### config.mk
export PLATFORM = sky130hd
export DESIGN_NAME = mux_serializer
export DESIGN_NICKNAME = d
export VERILOG_FILES = /design/src/rtl/mux_serializer.sv
export SDC_FILE = /design/constraint.sdc
export NUM_CORES = 1
export LEC_CHECK = 0
export CAP_MARGIN = 40
export CORE_AREA = 2 2 78 62
export DETAILED_ROUTE_END_ITERATION = 12
export DIE_AREA = 0 0 80 64
export PLACE_DENSITY = 0.77
export SLEW_MARGIN = 40
export SYNTH_ARGS = -nofsm -noshare
export SYNTH_HDL_FRONTEND = slang
export SYNTH_SLANG_ARGS = --single-unit
### constraint.sdc
create_clock -name clk -period 2.2 [get_ports clk]
set_input_delay 0.44 -clock clk [delete_from_list [all_inputs] [get_ports clk]]
set_output_delay 0.44 -clock clk [all_outputs]
set_load 0.03 [all_outputs]
### src/rtl/mux_serializer.sv
// Lane serializer: takes one N-lane bundle and emits its lanes (lane 0 first) one word
// per cycle on a valid/ready stream, reloading the next bundle with no bubble.
module mux_serializer #(
  parameter  int DATA_WIDTH = 8,
  parameter  int N          = 4,
  localparam int SEL_WIDTH  = (N > 1) ? $clog2(N) : 1
) (
  input  logic                    clk,
  input  logic                    rst,
  input  logic                    in_valid,
  output logic                    in_ready,
  input  logic [N*DATA_WIDTH-1:0] in_data,
  output logic                    out_valid,
  input  logic                    out_ready,
  output logic [DATA_WIDTH-1:0]   out_data,
  output logic [SEL_WIDTH-1:0]    out_sel,
  output logic                    out_last
);

  localparam logic [0:0]           IDLE     = 1'b0;
  localparam logic [0:0]           SEND     = 1'b1;
  localparam logic [SEL_WIDTH-1:0] LAST_SEL = SEL_WIDTH'(N - 1);
  localparam logic [SEL_WIDTH-1:0] SEL_ONE  = SEL_WIDTH'(1);

  logic [0:0]              r_state;
  logic [N*DATA_WIDTH-1:0] r_bundle;
  logic [SEL_WIDTH-1:0]    r_sel;
  logic                    r_valid;
  logic [DATA_WIDTH-1:0]   r_data;
  logic                    r_last;

  logic                    w_xfer;
  logic                    w_at_last;
  logic [SEL_WIDTH-1:0]    w_sel_inc;

  // Lane 0 sits in the MSBs of the bundle.
  function automatic logic [DATA_WIDTH-1:0] lane_of(
    input logic [N*DATA_WIDTH-1:0] bundle,
    input logic [SEL_WIDTH-1:0]    idx
  );
    lane_of = bundle[N*DATA_WIDTH-1 - int'(idx)*DATA_WIDTH -: DATA_WIDTH];
  endfunction

  assign w_at_last = (r_sel == LAST_SEL);
  assign w_xfer    = r_valid & out_ready;
  assign w_sel_inc = r_sel + SEL_ONE;

  // Ready is combinational from out_ready so the last lane and the next accept share an edge.
  assign in_ready  = ~rst & ((r_state == IDLE) | (w_at_last & out_ready));

  assign out_valid = r_valid;
  assign out_data  = r_data;
  assign out_sel   = r_sel;
  assign out_last  = r_last;

  always_ff @(posedge clk) begin
    if (rst) begin
      r_state  <= IDLE;
      r_bundle <= '0;
      r_sel    <= '0;
      r_valid  <= 1'b0;
      r_data   <= '0;
      r_last   <= 1'b0;
    end else begin
      case (r_state)
        IDLE: begin
          if (in_valid) begin
            r_bundle <= in_data;
            r_sel    <= '0;
            r_data   <= lane_of(in_data, '0);
            r_valid  <= 1'b1;
            r_last   <= (N == 1);
            r_state  <= SEND;
          end
        end
        SEND: begin
          if (w_xfer) begin
            if (!w_at_last) begin
              r_sel  <= w_sel_inc;
              r_data <= lane_of(r_bundle, w_sel_inc);
              r_last <= (w_sel_inc == LAST_SEL);
            end else if (in_valid) begin
              // Zero-bubble reload: the last lane leaves as lane 0 of the next bundle arrives.
              r_bundle <= in_data;
              r_sel    <= '0;
              r_data   <= lane_of(in_data, '0);
              r_last   <= (N == 1);
            end else begin
              r_valid <= 1'b0;
              r_last  <= 1'b0;
              r_state <= IDLE;
            end
          end
        end
        default: begin
          r_state <= IDLE;
          r_valid <= 1'b0;
          r_last  <= 1'b0;
        end
      endcase
    end
  end

endmodule
Word-level counts from Yosys, hierarchy flattened
Index checks and enable logic that the tools add are counted.
{ "totals": {"input_bits": 36, "word_cells": 49, "ff_bits": 45} }
{ "classes": {"n_reduce_logical": 3, "shift": 1, "addsub": 2, "n_bitwise": 6, "n_mux": 25, "eq_ne": 6} }
{ "ops": {"columns": ["operator", "n"], "rows": [
  ["$mux 32", 3],
  ["$pmux 32 s2", 1],
  ["$shiftx 39x6->8", 1],
  ["$mux 8", 3],
  ["$pmux 8 s2", 1],
  ["$mux 1", 10],
  ["$mux 2", 3],
  ["$pmux 1 s2", 3],
  ["$sub 5x5->6 const A", 1],
  ["$eq 2x2->1 const B", 2],
  ["$ne 2x1->1 const B", 2],
  ["$ne 2x2->1 const B", 2],
  ["$pmux 2 s2", 1],
  ["$reduce_and 2->1", 2],
  ["$reduce_and 4->1", 1],
  ["$and 1x1->1", 3],
  ["$add 2x1->2 const B", 1],
  ["$not 1->1", 2],
  ["$or 1x1->1", 1]
]} }

Depth between registers and ports, before layout
Gate-level depths: netlist of the first run.
{ "depth": {"word_depth": 6, "depth_mapped": 8} }

Worst setup path before layout of the first run
No wires, ideal clock.
{ "synth_timing": {"path_kind": "reg-to-reg", "from": "reg r_sel[0] (netlist: out_sel[0])", "to": "reg r_data[1] (netlist: out_data[1])", "synth_period_minus_slack_ps": 1932, "path_buffers": 2, "path_stages_with_launch": 9, "arrival_ps": 1804, "setup_ps": 128, "slack_ps": 268, "required_time_ps": 2072, "path_cell_list": "dfxtp_1 > inv_1 > ha_1 > buf_4 > buf_4 > mux2i_1 > a22oi_1 > a22oi_1 > nor2_1"} }
{ "synth_between": {"elab_chain_cells": 6, "word_cells_on_any_way": 7, "cone_classes": "add/sub (2); eq/ne (1); shift (1); mux (3)"} }
{ "synth_lines": {"columns": ["element", "line_no", "rtl"], "rows": [
  ["start, declared", "27", "logic [SEL_WIDTH-1:0] r_sel;"],
  ["start signal, assigned", "79", "r_sel <= w_sel_inc;"],
  ["$add 2x1->2", "46", "assign w_sel_inc = r_sel + SEL_ONE;"],
  ["$sub 5x5->6", "41", "lane_of = bundle[N*DATA_WIDTH-1 - int'(idx)*DATA_WIDTH -: DATA_WIDTH];"],
  ["$shiftx 39x6->8", "41", null],
  ["$mux 8 *", "78", "if (!w_at_last) begin"],
  ["$mux 8 *", "77", "if (w_xfer) begin"],
  ["$pmux 8 s2 *", "65", "case (r_state)"],
  ["end signal, assigned", "70", "r_data <= lane_of(in_data, '0);"],
  ["end signal, assigned", "80", "r_data <= lane_of(r_bundle, w_sel_inc);"],
  ["end signal, assigned", "86", "r_data <= lane_of(in_data, '0);"],
  ["end, declared", "29", "logic [DATA_WIDTH-1:0] r_data;"]
]} }
Every way passes the cells marked *; elsewhere a longest branch is shown, timed or not. The select of a mux whose other input is x is not followed.
A chain may end at the register's enable or synchronous reset.

Worst setup path after layout of the first run
{ "layout_timing": {"from": "reg r_sel[0] (netlist: out_sel[0])", "to": "reg r_data[4] (netlist: out_data[4])"} }
The elaborated chain is that of the path after synthesis.

==> results by group, run 1 <==
Critical path
  • CP endpoint kind: flip-flop
  • Critical Path RT: 2360 ps
  • CP Class: reg2reg
  • CP max stage delay: 520 ps
  • Crit path DAT: 2170 ps
  • Critical Path Source Type: flip-flop
  • Critical path's slowest cell: dfxtp_1
  • CP max FO: 13
  • Largest delay contributor family on the critical path: flip-flops
  • CP bufs+invs: 2
  • Crit-path cells: inv_1, ha_1, buf_4, mux2i_1, a22oi_1, nor2_1, nor4_2

Clock tree
  • Clock Latency Late Sink: 290 ps
  • Worst-path clk slew: 80 ps
  • CTS tree: built
  • Hold_buf cts: 0
  • Sink Count: 45
  • PostCTS Resize Cnt: 0
  • Post-CTS Setup Bufs: 0
  • H-Tree Depth: 2
  • Num CTS Buffers: 5
  • Clock tree buffer depth: 2
  • CTS root buffer: clkbuf_8

Timing
  • Endpoints failing hold: 0
  • Final setup viols: 0
  • Tmin final: 2010 ps
  • Fin crit share: 0.913
  • RSZ-0062 raised after global routing: false
  • Slew headroom: 0.666
  • PnR worst setup slack: 192 ps
  • Layout Skew: 6.01 ps
  • Actual slew at the worst max-slew pin: 501 ps
  • Setup TNS: 0 ps
  • Fmax achieved: 498 MHz
  • Final slew viol count: 0

Power and ir drop
  • VDD IR-drop max: 0.350 mV
  • Pwr dens: 637 mW/mm^2
  • Leak: 1.11 nW

Die
  • DIE AREA: 0.00512 mm^2
  • Initial core utilization: 0.479
  • Core Area: 0.00431 mm^2
  • Num rows: 21
  • Die Y: 64 um
  • Die width: 80 um
  • I/O pins: 49

Yosys
  • Cell variety after synth: 27
  • FF+latch count, synth: 45
  • Post-synth top area cell: dfxtp_1
  • Top cells by area, synth: dfxtp_1 (44%), nand2_1 (12%), a21oi_1 (9.5%)
  • Post-synthesis cell area: 0.00206 mm^2
  • Syn Inst Count: 251
  • Post-synth top cells: nand2_1 (65), dfxtp_1 (45), a21oi_1 (39), nor2_1 (28), mux2i_1 (17)
  • EDFF count, synth: 0
  • Top_reg_cell synth: dfxtp_1
  • Net Count, Synth: 290
  • Most common cell in the netlist: nand2_1
  • Avg Synthesized Cell Area: 8.23 um^2
  • Synth Warn #: 0
  • Sequential share of the synthesized area: 0.436
  • Share of async-settable or async-resettable flops after synthesis: 0
  • Yosys top cell area share: 0.436

Run status
  • Outcome: completed

Final layout
  • Ant diodes: 0
  • Fin cells: 355
  • Fraction of final layout cells sized beyond drive strength 1: 0.0973
  • Nets@finish: 338
  • Finished Core Util: 0.619
  • Area delta synth->final: 29.3%
  • Layout filler cell count: 408

Routing
  • Iter 0 DRT Violations: 107
  • Metal2 WL: 2.22 mm
  • Final WL: 4.73 mm
  • Final ANT Viol Nets: 0
  • Top Metal Used: met4
  • Met3 routed WL: 260 um
  • Wire per inst: 13.3 um
  • Metal-1 WL: 2.22 mm
  • Vias per std cell: 5.09
  • Via count: 1806
  • DRC errors left: 0
  • Pre-antenna DRT Iters: 5

GRT
  • Global-route wire length before repair: 7.63 mm
  • Largest net degree at the start of global routing: 46
  • Vias in the first global route: 1628
  • Total grt overflow: 0
  • Antenna violations before repair: 0
  • All-layer global routing usage: 0.191

Placement
  • GP Congestion: 0.898
  • Post-placement cell count: 349
  • Buffers on Ports: 48
  • Dpl hpwl: 3.30 mm
  • Worst slack, placed: 131 ps

Worst hold path
  • Hold crit path type: reg2reg

Job
  • Max-cap viol count: 0
worst reg2reg max path: cells and delay by family (launching register included):
kind | cells | cell delay (ps)
mux | 1 | 340
flops | 1 | 520
compound gates | 1 | 120
fa+ha+maj | 1 | 320
buf+inv | 2 | 360
simple gates | 2 | 210
worst paths after layout:
kind               start  cells past startpoint  slack [ps]     endpoint
max           out_sel[0]                      7         190  out_data[4]
min          r_bundle[1]                      2         460  r_bundle[1]
max reg2reg   out_sel[0]                      7         190  out_data[4]
min reg2reg  r_bundle[1]                      2         460  r_bundle[1]
through the flow:
stage / cell area, um^2 / hold slack [ps] / power (mW)
finish: 2670 / 456 / 1.70
global placement: 2590 / 441 / 1.25
CTS: 2670 / 458 / 1.72
global route: 2670 / 477 / 1.79
detailed placement: 2590 / 447 / 1.25
floorplan: 2060 / 436 / 1.11
layout by cell type, fill, tap and decap left out, drive strengths merged:
cell,Yosys,layout
clkinv,0,1
o21ai,3,3
nand4,1,1
a21boi,1,1
nand2b,1,1
inv,3,3
a21oi,40,40
nor2b,1,1
nand2,65,65
mux2,1,1
and3b,1,1
mux2i,17,17
nor4,7,7
dfxtp,45,45
clkbuf,5,5
buf,13,12
a31oi,1,1
nor2,28,28
clkdlybuf4s50,0,47
and2,1,1
nor3b,1,1
ha,3,3
a22oi,10,10
nand3,3,3
power breakdown:
part / switching (mW) / internal [mW]
sequential: 0.0312 / 0.865
clock: 0.257 / 0.209
combinational: 0.175 / 0.164
layer usage:
metal,GRT usage,vias up
met2,0.297,46
met4,0.0657,0
li1,-,936
met5,0,-
met3,0.0438,5
met1,0.260,819
final cells by class:
cell class | instances | area [um^2] | share of cell area
Clock inverter | 1 | 5.00 | 0.00188
Timing Repair Buffer | 59 | 573 | 0.215
Clock buffer | 5 | 68.8 | 0.0258
Multi-Input combinational cell | 185 | 1040 | 0.389
Tap cell | 57 | 71.3 | 0.0267
Sequential cell | 45 | 901 | 0.338
Inverter | 3 | 11.3 | 0.00422
sequential cells by signal, indices dropped and copies added (netlist names):
name	cells
r_bundle	32
r_state	1
out_valid	1
out_data	8
out_sel	2
out_last	1
kinds of logic after synthesis:
| kind of cell | synth area share |
|---|---|
| compound gates | 0.159 |
| fa+ha+maj | 0.0182 |
| buf+inv | 0.0606 |
| flops | 0.436 |
| mux | 0.0879 |
| simple gates | 0.238 |
No activity file was read; power rests on OpenSTA's default activity.
==> inputs of run 2 (changes only) <==
--- a/config.mk
+++ b/config.mk
@@ -6,10 +6,10 @@
 export NUM_CORES = 1
 export LEC_CHECK = 0
 export CAP_MARGIN = 40
-export CORE_AREA = 2 2 78 62
+export CORE_AREA = 2 2 78 73
 export DETAILED_ROUTE_END_ITERATION = 12
-export DIE_AREA = 0 0 80 64
-export PLACE_DENSITY = 0.77
+export DIE_AREA = 0 0 80 75
+export PLACE_DENSITY = 0.66
 export SLEW_MARGIN = 40
 export SYNTH_ARGS = -nofsm -noshare
 export SYNTH_HDL_FRONTEND = slang
==> results by group, run 2 (same netlist as run 1, synthesis figures left out) <==
Clock tree
  • Sink Count: 45
  • PostCTS Resize Cnt: 0
  • H-Tree Depth: 2
  • Clock tree buffer depth: 2
  • Worst-path clk slew: 90 ps
  • Clock Latency Late Sink: 310 ps
  • Post-CTS Setup Bufs: 0
  • CTS root buffer: clkbuf_8
  • Hold_buf cts: 0
  • CTS tree: built
  • Num CTS Buffers: 5

Routing
  • Wire per inst: 13.2 um
  • Pre-antenna DRT Iters: 4
  • Final ANT Viol Nets: 0
  • Vias per std cell: 4.95
  • Via count: 1816
  • Iter 0 DRT Violations: 90
  • Final WL: 4.83 mm
  • DRC errors left: 0

Power and ir drop
  • Pwr dens: 651 mW/mm^2
  • Leak: 1.12 nW
  • VDD IR-drop max: 0.367 mV

Critical path
  • CP Class: reg2out
  • Register-to-Register Path Depth: 7
  • CP endpoint kind: primary output
  • Reg2reg start: out_sel[0]
  • Critical Path RT: 1760 ps
  • Worst r2r dst: out_data[2]
  • Crit-path cells: clkdlybuf4s50_1
  • CP max stage delay: 740 ps
  • Critical path's slowest cell: clkdlybuf4s50_1
  • Critical Path Source Type: flip-flop
  • CP bufs+invs: 1
  • CP max FO: 9
  • Crit path DAT: 1550 ps
  • Largest delay contributor family on the critical path: buffers and inverters
  • FF-to-FF setup slack: 300 ps

Die
  • Initial core utilization: 0.402
  • Die Y: 75 um
  • Core Area: 0.00513 mm^2
  • DIE AREA: 0.00600 mm^2
  • Die width: 80 um
  • I/O pins: 49
  • Num rows: 25

Timing
  • Actual slew at the worst max-slew pin: 445 ps
  • Setup TNS: 0 ps
  • Slew headroom: 0.700
  • RSZ-0062 raised after global routing: false
  • Fmax achieved: 503 MHz
  • Final setup viols: 0
  • Layout Skew: 10.2 ps
  • Tmin final: 1990 ps
  • Endpoints failing hold: 0
  • Fin crit share: 0.904
  • Final slew viol count: 0

Worst hold path
  • Hold Crit Endpoint: r_bundle[2]
  • Worst Hold Launch: r_bundle[2]
  • WHS Path Cells: 2
  • Hold crit path type: reg2reg

GRT
  • Largest net degree at the start of global routing: 46
  • All-layer global routing usage: 0.169
  • Total grt overflow: 0
  • Global-route wire length before repair: 7.77 mm
  • Vias in the first global route: 1658
  • Antenna violations before repair: 0

Placement
  • Post-placement cell count: 359
  • Dpl hpwl: 3.28 mm
  • Buffers on Ports: 48
  • GP Congestion: 0.831

Job
  • Max-cap viol count: 0

Run status
  • Outcome: completed

Final layout
  • Fraction of final layout cells sized beyond drive strength 1: 0.103
  • Fin cells: 367
  • Nets@finish: 338
  • Most frequent cells in the layout: nand2_1 (65), clkdlybuf4s50_1 (47), dfxtp_1 (45)
  • Largest Register: r_bundle
  • Commonest non-fill, non-tap cell in the layout: nand2_1
  • Area delta synth->final: 31.3%
  • Max FFs per register: 32
  • Ant diodes: 0
-- run 2: cell type report --
type                            count  area [um^2]
Inverter                            3         11.3
Clock inverter                      3         21.3
Tap cell                           67         83.8
Fill cell                         532         2420
Sequential cell                    45          901
Clock buffer                        5         68.8
Timing Repair Buffer               59          586
Multi-Input combinational cell    185         1040
-- run 2: how the worst max path moves through the flow --
stage / from / endpoint / slack (ps) / depth (start not counted)
6_report: out_sel[0] / out_sel[0] / 210 / 1
2_1_floorplan: out_sel[0] / out_data[1] / 270 / 8
5_1_grt: out_sel[0] / out_data[6] / 140 / 7
3_5_place_dp: out_ready / out_data[7] / 150 / 6
4_1_cts: out_sel[0] / out_sel[0] / 210 / 1
3_3_place_gp: out_ready / out_data[0] / 230 / 6
-- run 2: metrics by stage --
step           hold slack [ps]  area (um^2)  setup slack [ps]  power, mW  utilization
6_report                   459         2710               211       1.76        0.528
5_1_grt                    471         2710               138       1.84        0.528
4_1_cts                    460         2710               211       1.78        0.528
3_5_place_dp               448         2620               152       1.26        0.511
3_3_place_gp               442         2620               235       1.25        0.511
2_1_floorplan              436         2060               268       1.11            -
-- run 2: power by group --
group	total (mW)	internal [mW]	switching (mW)	leakage, nW
registers	0.897	0.865	0.0323	0.370
clock network	0.526	0.226	0.301	0.0445
logic	0.341	0.166	0.175	0.706
-- run 2: worst min-delay path, delay by kind of cell (launching register included) --
family | cells | cell delay, ps
compound gates | 1 | 50
flops | 1 | 320
simple gates | 1 | 50
-- run 2: routing by layer --
metal | vias up | share of wire | global-route usage
met1 | 822 | 0.47 | 0.217
met4 | 0 | 0.014 | 0.0565
li1 | 943 | - | -
met3 | 7 | 0.042 | 0.0300
met5 | - | 0 | 0
met2 | 44 | 0.47 | 0.291
